`src/rtl/display_pkg.sv`:
```
// Shared types and constants for the GPIO decimal display driver:
// FSM state encoding, BCD accumulator geometry and the 7-segment lookup.
package display_pkg;

    typedef enum logic [1:0] {
        IDLE  = 2'd0,
        SHIFT = 2'd1,
        DONE  = 2'd2
    } disp_state_t;

    localparam logic [6:0] SEG_BLANK  = 7'h7F;
    localparam int         BCD_DIGITS = 10;
    localparam int         BCD_W      = 4 * BCD_DIGITS;

    // Active-low gfedcba patterns for decimal digits 0..9.
    localparam logic [6:0] SEG_LUT [10] = '{
        7'h40, 7'h79, 7'h24, 7'h30, 7'h19,
        7'h12, 7'h02, 7'h78, 7'h00, 7'h10
    };

    // Double-dabble correction: every BCD nibble of 5 or more gets +3.
    function automatic logic [BCD_W-1:0] bcd_add3(input logic [BCD_W-1:0] acc);
        logic [BCD_W-1:0] res;
        res = acc;
        for (int i = 0; i < BCD_DIGITS; i++) begin
            if (acc[4*i +: 4] >= 4'd5) begin
                res[4*i +: 4] = acc[4*i +: 4] + 4'd3;
            end
        end
        return res;
    endfunction

endpackage

```
`src/rtl/seg7_encode.sv`:
```
// One decimal digit to an active-low 7-segment pattern; blank or a
// non-decimal nibble produces an unlit display.
module seg7_encode
    import display_pkg::*;
(
    input  logic [3:0] digit,
    input  logic       blank,
    output logic [6:0] seg
);

    always_comb begin
        seg = SEG_BLANK;
        if (!blank && (digit <= 4'd9)) begin
            seg = SEG_LUT[digit];
        end
    end

endmodule

```
`src/rtl/gpio_display_driver.sv`:
```
// Captures the CPU GPIO display word, converts it to BCD with a serial
// shift-add-3 engine and drives eight active-low HEX displays.
module gpio_display_driver
    import display_pkg::*;
#(
    parameter int BIN_W         = 32,
    parameter int NUM_DIGITS    = 8,
    parameter int BLANK_LEADING = 1
) (
    input  logic                    clk,
    input  logic                    rst_n,
    input  logic [BIN_W-1:0]        value,
    input  logic                    load,
    output logic [NUM_DIGITS*7-1:0] hex,
    output logic                    busy,
    output logic                    done,
    output logic                    overflow
);

    localparam int CNT_W = $clog2(BIN_W);

    // Handshake: load is a single-cycle strobe with no back-pressure. A load
    // arriving mid-conversion is parked in a one-deep buffer; a newer load
    // overwrites it, and a load at the DONE edge takes priority over it.
    disp_state_t state, state_next;

    logic [BIN_W-1:0]        shreg;
    logic [BCD_W-1:0]        acc;
    logic [BCD_W-1:0]        acc_adj;
    logic [CNT_W-1:0]        cnt;
    logic                    pend_v;
    logic [BIN_W-1:0]        pend_val;

    logic                    start;
    logic                    shifting;
    logic                    capture;
    logic [BIN_W-1:0]        start_val;
    logic                    last_bit;

    logic [NUM_DIGITS-1:0]   blank;
    logic                    ovf_next;
    logic [NUM_DIGITS*7-1:0] seg_next;

    assign acc_adj  = bcd_add3(acc);
    assign last_bit = (cnt == CNT_W'(BIN_W - 1));

    always_ff @(posedge clk or negedge rst_n) begin
        if (!rst_n) begin
            state <= IDLE;
        end else begin
            state <= state_next;
        end
    end

    always_comb begin
        state_next = state;
        case (state)
            IDLE:    if (load || pend_v) state_next = SHIFT;
            SHIFT:   if (last_bit)       state_next = DONE;
            DONE:    state_next = (load || pend_v) ? SHIFT : IDLE;
            default: state_next = IDLE;
        endcase
    end

    always_comb begin
        shifting  = (state == SHIFT);
        capture   = (state == DONE);
        start     = ((state == IDLE) || (state == DONE)) && (load || pend_v);
        start_val = load ? value : pend_val;
        busy      = (state != IDLE);
    end

    always_ff @(posedge clk or negedge rst_n) begin
        if (!rst_n) begin
            shreg    <= '0;
            acc      <= '0;
            cnt      <= '0;
            pend_v   <= 1'b0;
            pend_val <= '0;
        end else begin
            if (start) begin
                shreg <= start_val;
                acc   <= '0;
                cnt   <= '0;
            end else if (shifting) begin
                {acc, shreg} <= {acc_adj, shreg} << 1;
                cnt          <= cnt + 1'b1;
            end
            if (start) begin
                pend_v <= 1'b0;
            end else if (load) begin
                pend_v   <= 1'b1;
                pend_val <= value;
            end
        end
    end

    // Blank from the top down until the first nonzero digit; digit 0 always
    // shows, and nothing blanks when the value spills past the displays.
    always_comb begin
        logic seen_nz;
        ovf_next = 1'b0;
        for (int i = NUM_DIGITS; i < BCD_DIGITS; i++) begin
            ovf_next = ovf_next | (acc[4*i +: 4] != 4'd0);
        end
        seen_nz = 1'b0;
        blank   = '0;
        for (int i = NUM_DIGITS - 1; i >= 0; i--) begin
            seen_nz  = seen_nz | (acc[4*i +: 4] != 4'd0);
            blank[i] = (BLANK_LEADING != 0) && !ovf_next && (i != 0) && !seen_nz;
        end
    end

    for (genvar g = 0; g < NUM_DIGITS; g++) begin : g_digit
        seg7_encode u_enc (
            .digit (acc[4*g +: 4]),
            .blank (blank[g]),
            .seg   (seg_next[7*g +: 7])
        );
    end

    always_ff @(posedge clk or negedge rst_n) begin
        if (!rst_n) begin
            for (int i = 0; i < NUM_DIGITS; i++) begin
                hex[7*i +: 7] <= (i == 0) ? SEG_LUT[0] : SEG_BLANK;
            end
            overflow <= 1'b0;
            done     <= 1'b0;
        end else begin
            done <= capture;
            if (capture) begin
                hex      <= seg_next;
                overflow <= ovf_next;
            end
        end
    end

endmodule

```
`config.mk`:
```
export PLATFORM = sky130hd
export DESIGN_NAME = gpio_display_driver
export DESIGN_NICKNAME = d
export VERILOG_FILES = /design/src/rtl/display_pkg.sv /design/src/rtl/seg7_encode.sv /design/src/rtl/gpio_display_driver.sv
export SDC_FILE = /design/constraint.sdc
export NUM_CORES = 1
export LEC_CHECK = 0
export CORE_UTILIZATION = 40
export CTS_BUF_LIST = sky130_fd_sc_hd__clkbuf_8
export DETAILED_ROUTE_END_ITERATION = 6
export GPL_TIMING_DRIVEN = 0
export SLEW_MARGIN = 20
export SYNTH_ARGS = -nofsm -noshare
export SYNTH_HDL_FRONTEND = slang
export SYNTH_SLANG_ARGS = --single-unit
```
`constraint.sdc`:
```
create_clock -name clk -period 2.53 [get_ports clk]
set_input_delay 0.506 -clock clk [delete_from_list [all_inputs] [get_ports clk]]
set_output_delay 0.506 -clock clk [all_outputs]
set_load 0.05 [all_outputs]
```
==> results of run 1 <==
[cells in the mapped netlist, types with 14 or more instances]
| library cell | count | area (um2) |
|---|---|---|
| mux2i_1 | 41 | 410 |
| a221o_1 | 31 | 310 |
| nand2b_1 | 14 | 87.6 |
| dfrtp_1 | 120 | 3000 |
| mux2_2 | 34 | 383 |
| inv_1 | 40 | 150 |
| nand2_1 | 20 | 75.1 |
| o31ai_1 | 18 | 135 |
| o21bai_1 | 15 | 113 |
| dfstp_2 | 50 | 1310 |
| a21oi_1 | 54 | 270 |
| o22a_1 | 49 | 429 |
| o21ai_0 | 52 | 260 |
| nor2_1 | 55 | 206 |
| nand3_1 | 37 | 185 |
| ha_1 | 47 | 588 |
| clkbuf_1 | 33 | 124 |
[final cells by class]
type,count,area share
Buffer,55,0.0206
Clock buffer,17,0.0220
Clock inverter,15,0.0199
Inverter,40,0.0141
Multi-Input combinational cell,546,0.391
Sequential cell,170,0.406
Tap cell,280,0.0329
Timing Repair Buffer,95,0.0932
[routing by layer]
metal  vias to the layer above  routed length (um)  track usage
li1                       3199                   -            -
met1                      3134                8920        0.233
met2                       109                8900        0.291
met3                        16                 689       0.0382
met4                         0                 229       0.0515
met5                         -                   0            0
[sequential cells by signal, summed over array words and instances, names as in the netlist]
name,flops
acc,40
pend_v,1
overflow,1
done,1
state,2
pend_val,32
shreg,32
cnt,5
hex,56
[worst paths after layout]
check,startpoint,end,slack [ns]
max,state[0],busy,0.07
min,shreg[28],shreg[29],0.51
max reg2reg,acc[20],hex[10],0.29
min reg2reg,shreg[28],shreg[29],0.51
max in group asynchronous,rst_n,hex[36],1.30
min in group asynchronous,rst_n,acc[28],0.55
[power by group through the flow]
stage          combinational [uW]  sequential, uW  clock, uW
2_1_floorplan                3770            5510          0
3_3_place_gp                 6090            4720          0
3_5_place_dp                 6190            4710          0
4_1_cts                      6210            4680       2230
5_1_grt                      6840            4830       2350
6_report                     6150            4670       2160
[cells by family after synthesis]
kind of cell             share of synthesized area
adder cells (fa/ha/maj)                     0.0665
XOR/XNOR                                    0.0139
flip-flops                                   0.488
buffers and inverters                       0.0417
AND/OR/NAND/NOR                             0.0936
AO/OA/AOI/OAI                                0.207
multiplexers                                0.0896
[cell usage in the layout, fill, tap and decap left out, types with 31 or more instances in the layout]
| master | netlist | layout |
|---|---|---|
| inv_1 | 40 | 40 |
| nor2_1 | 55 | 55 |
| dfrtp_1 | 120 | 120 |
| mux2i_1 | 41 | 41 |
| clkdlybuf4s50_1 | 0 | 91 |
| dfstp_2 | 50 | 50 |
| nand3_1 | 37 | 37 |
| a221o_1 | 31 | 31 |
| a21oi_1 | 54 | 54 |
| o22a_1 | 49 | 49 |
| o21ai_0 | 52 | 52 |
| ha_1 | 47 | 47 |
| mux2_2 | 34 | 34 |
| clkbuf_1 | 33 | 33 |
[worst reg2reg max path, delay by kind of cell (launching register included)]
family                     cells  cell delay (ns)
AOI/OAI and AO/OA              1             0.23
adders and majority gates      1             0.23
buffers and inverters          1             0.17
DFF                            1             0.46
and+or+nand+nor                3             1.11
[through the flow]
step	cell area [um2]	TNS [ns]	hold WS [ns]	std cells	setup WS, ns
6_report	10600	0	0.510	1218	0.0729
5_1_grt	10600	0	0.526	1218	0.00726
4_1_cts	10600	0	0.513	1218	0.0632
3_5_place_dp	10200	0	0.451	1185	0.296
3_3_place_gp	10100	-945.68	0.485	1183	-6.23
2_1_floorplan	8850	0	0.210	811	0.723
[repair_timing]
action                    4_1_cts  5_1_grt
hold endpoints to repair       38        0
hold buffers                    1        0
buffers inserted                0        0
==> impl_metrics.tcl, run 1 <==
set metrics [dict create \
    outcome "complete, no violations" \
    post_cts_resized 0 \
    htreeDepth 4 \
    dieHeight_um 151 \
    ys_types 49 \
    hold_viol 0 \
    grt_usage 0.177 \
    power_density_mw_per_mm2 1220 \
    internal_power_uw 7590 \
    io_pins 94 \
    wl_um 18700 \
    slew_viol_final 0 \
    drc 0 \
    rsz0062_at_grt "no" \
    fmax_ghz 0.407 \
    power.share.sequential 0.360 \
    fill_cells 2041 \
    netlist_instances 811 \
    path_cells "or2_2, clkdlybuf4s50_1" \
    swShare 0.415 \
    initial_core_util 0.407 \
    syn_area_mm2 0.00885 \
    cp_slowest_stage_delay_ns 0.71 \
    cts_tree "yes" \
    die_x_um 151 \
    p_switching_uw 5390 \
    viasPerCell 5.30 \
    hpwlAfterDp_um 13400 \
    cp_num_cells 2 \
    syn_avg_cell_area_um2 10.9 \
    grt.overflow.total 0 \
    synth-main-ff-cell "dfrtp_1" \
    hold_depth 1 \
    path_class "reg -> out" \
    fin_nets 1007 \
    grt_pass1_wl_um 31900 \
    worstHoldPathType "reg -> reg" \
    max_cap_violations 0 \
    clockBufferDepth 2 \
    yosys_warnings 0 \
    synth_edf_count 0 \
    drive_above_1_share 0.150 \
    wire_per_inst_um 15.4 \
    cp_slowest_cell "clkdlybuf4s50_1" \
    cpLargestDelayFamily "buffers and inverters" \
    drtPass1Iterations 4 \
    critPathRequiredTime_ns 2.02 \
    grt_pass1_vias 6461 \
    relSlewSlack 0.570 \
    io_buffers 92 \
    crit_path_end_kind "output pin" \
    gp_congestion 0.784 \
    ys_seq_elements 170 \
    regArea_mm2 0.00432 \
    fp-row-count 54 \
    max_slew.worst_pin.slew_ns 0.638 \
    power_uw 13000 \
    period_share 0.971 \
    p_comb_frac 0.474 \
    synth_nets 893 \
    cp_num_buf_inv 1 \
    multiInputGateArea_mm2 0.00416 \
    fin_skew_ns 0.0143 \
    numCtsBuffers 17 \
    num_vias 6458 \
    critPathMaxFanout 8 \
    drtIter0Drc 262 \
    power_frac_clock 0.166 \
    r2r_cells 6 \
    synthArstFlopShare 1.00 \
    arrival_ns 1.95 \
    syn_to_final_growth_pct 20.2 \
    die_area_mm2 0.0227 \
    antenna_found_initial 0 \
    fin_crit_ns 2.46 \
    clock-sinks 170 \
    setup_viol 0 \
    ant_nets 0 \
    synth-seq-area-share 0.488 \
    cts.clk_slew.worst_paths_ns 0.09 \
    utilization 0.489 \
    ir_drop_uv 437 \
    grt_max_degree 66 \
    clk_latency_ns 0.46 \
    power.leakage_uw 0.00441 \
    core_area_mm2 0.0218 \
    start_kind "flip-flop" \
    cts-root-buf "clkbuf_8" \
    antenna_cells 0 \
]
Note: power is estimated with default switching activity, not from simulation.
==> run 2, diff against run 1 <==
- PLACE_DENSITY: default -> 0.64
==> impl_metrics.tcl, run 2 (synthesis results as in run 1) <==
set metrics [dict create \
    grt_max_degree 74 \
    cts_tree "yes" \
    drive_above_1_share 0.150 \
    viasPerCell 5.31 \
    cpLargestDelayFamily "buffers and inverters" \
    grt.overflow.total 0 \
    syn_to_final_growth_pct 19.8 \
    critPathRequiredTime_ns 2.02 \
    htreeDepth 4 \
    antenna_found_initial 0 \
    grt_usage 0.179 \
    design_area_mm2 0.0106 \
    power_density_mw_per_mm2 1210 \
    worstHoldPathType "in -> async" \
    drtIter0Drc 265 \
    fmax_ghz 0.428 \
    setup_ws_ns 0.196 \
    grt_pass1_vias 6536 \
    clockBufferDepth 2 \
    relSlewSlack 0.576 \
    fin_crit_ns 2.33 \
    layout_top_registers "hex: 56 flops, acc: 40 flops" \
    drc 0 \
    die_x_um 151 \
    start_kind "flip-flop" \
    wl_met1_um 9050 \
    largest_register "hex" \
    gp_congestion 0.820 \
    wl_um 18800 \
    power.leakage_uw 0.00440 \
    ir_drop_uv 477 \
    most-common-layout-cells "120 x dfrtp_1, 90 x clkdlybuf4s50_1, 55 x nor2_1" \
    dr_wl_met3_um 635 \
    wire_per_inst_um 15.4 \
    stdcell_count 1218 \
    hpwlAfterDp_um 13500 \
    clk_latency_ns 0.47 \
    dieHeight_um 151 \
    dpl-instance-area_mm2 0.0102 \
    cts-root-buf "clkbuf_8" \
    post_cts_buffers 0 \
    post-place-ws_ns 0.300 \
    cp_slowest_stage_delay_ns 0.80 \
    path_cells "clkdlybuf4s50_1" \
    num_vias 6465 \
    io_pins 94 \
    max_cap_violations 0 \
    fill_cells 2032 \
    slew_viol_final 0 \
    hold_slack_ns 0.506 \
    initial_core_util 0.407 \
    die_area_mm2 0.0227 \
    final_common_cell "dfrtp_1" \
    rsz0062_at_grt "no" \
    fp-row-count 54 \
    core_area_mm2 0.0218 \
    drtPass1Iterations 5 \
    outcome "complete, no violations" \
    path_class "reg -> out" \
    topRoutingLayerUsed "met4" \
    antenna_cells 0 \
    clock-sinks 170 \
    cp_num_buf_inv 1 \
    ant_nets 0 \
    critPathMaxFanout 2 \
    setup-tns-final_ns 0 \
    crit_path_end_kind "output pin" \
    cp_slowest_cell "clkdlybuf4s50_1" \
    hold_viol 0 \
    fin_skew_ns 0.0150 \
    cts.clk_slew.worst_paths_ns 0.10 \
    max_slew.worst_pin.slew_ns 0.635 \
    period_share 0.923 \
    largest_register_ffs 56 \
    dp_cells 1185 \
    route.met2.wl_um 8930 \
    grt_pass1_wl_um 32200 \
    fin_nets 1007 \
    setup_viol 0 \
    arrival_ns 1.83 \
    io_buffers 92 \
    numCtsBuffers 17 \
]
## run 2: path summary, 6_finish.rpt
kind | startpoint | to | slack (ns) | depth (start not counted)
max | hex[7] | hex[7] | 0.20 | 1
min | rst_n | acc[28] | 0.51 | 2
max reg2reg | acc[28] | hex[13] | 0.30 | 6
min reg2reg | shreg[31] | acc[0] | 0.51 | 2
max in group asynchronous | rst_n | shreg[14] | 1.05 | 4
min in group clk | shreg[31] | acc[0] | 0.51 | 2
## run 2: metal layers
| metal | global-route usage | vias up |
|---|---|---|
| met3 | 0.0379 | 18 |
| met1 | 0.241 | 3145 |
| li1 | - | 3201 |
| met4 | 0.0470 | 0 |
| met5 | 0 | - |
| met2 | 0.289 | 101 |
## run 2: final cells by class
cell class	count	area, um2	area share
flip-flops and latches	170	4320	0.407
multi-input cells	546	4160	0.393
repair buffers	95	993	0.0937
well taps	280	350	0.0330
clock buffers	17	234	0.0221
plain buffers	55	219	0.0207
clock inverters	15	175	0.0165
inverters	40	150	0.0142
## run 2: through the flow
| step | utilization | total power (uW) |
|---|---|---|
| final | 0.487 | 12900 |
| after global routing | 0.487 | 13900 |
| after CTS | 0.487 | 13000 |
| after detailed placement | 0.468 | 10900 |
| after global placement | 0.465 | 10800 |
| after floorplan | - | 9280 |
## run 2: timing repair
item | 4_1_cts | 5_1_grt
endpoints found under the setup margin | 0 | 1
hold buffers | 1 | 0
resized for setup | 0 | 1
hold endpoints to repair | 25 | 0
## run 2: power breakdown
part | internal [uW] | switching [uW] | leakage (uW)
Combinational | 2580 | 3570 | 0.00221
Clock | 916 | 1100 | 0.000206
Sequential | 3910 | 769 | 0.00198
Total | 7400 | 5450 | 0.00440
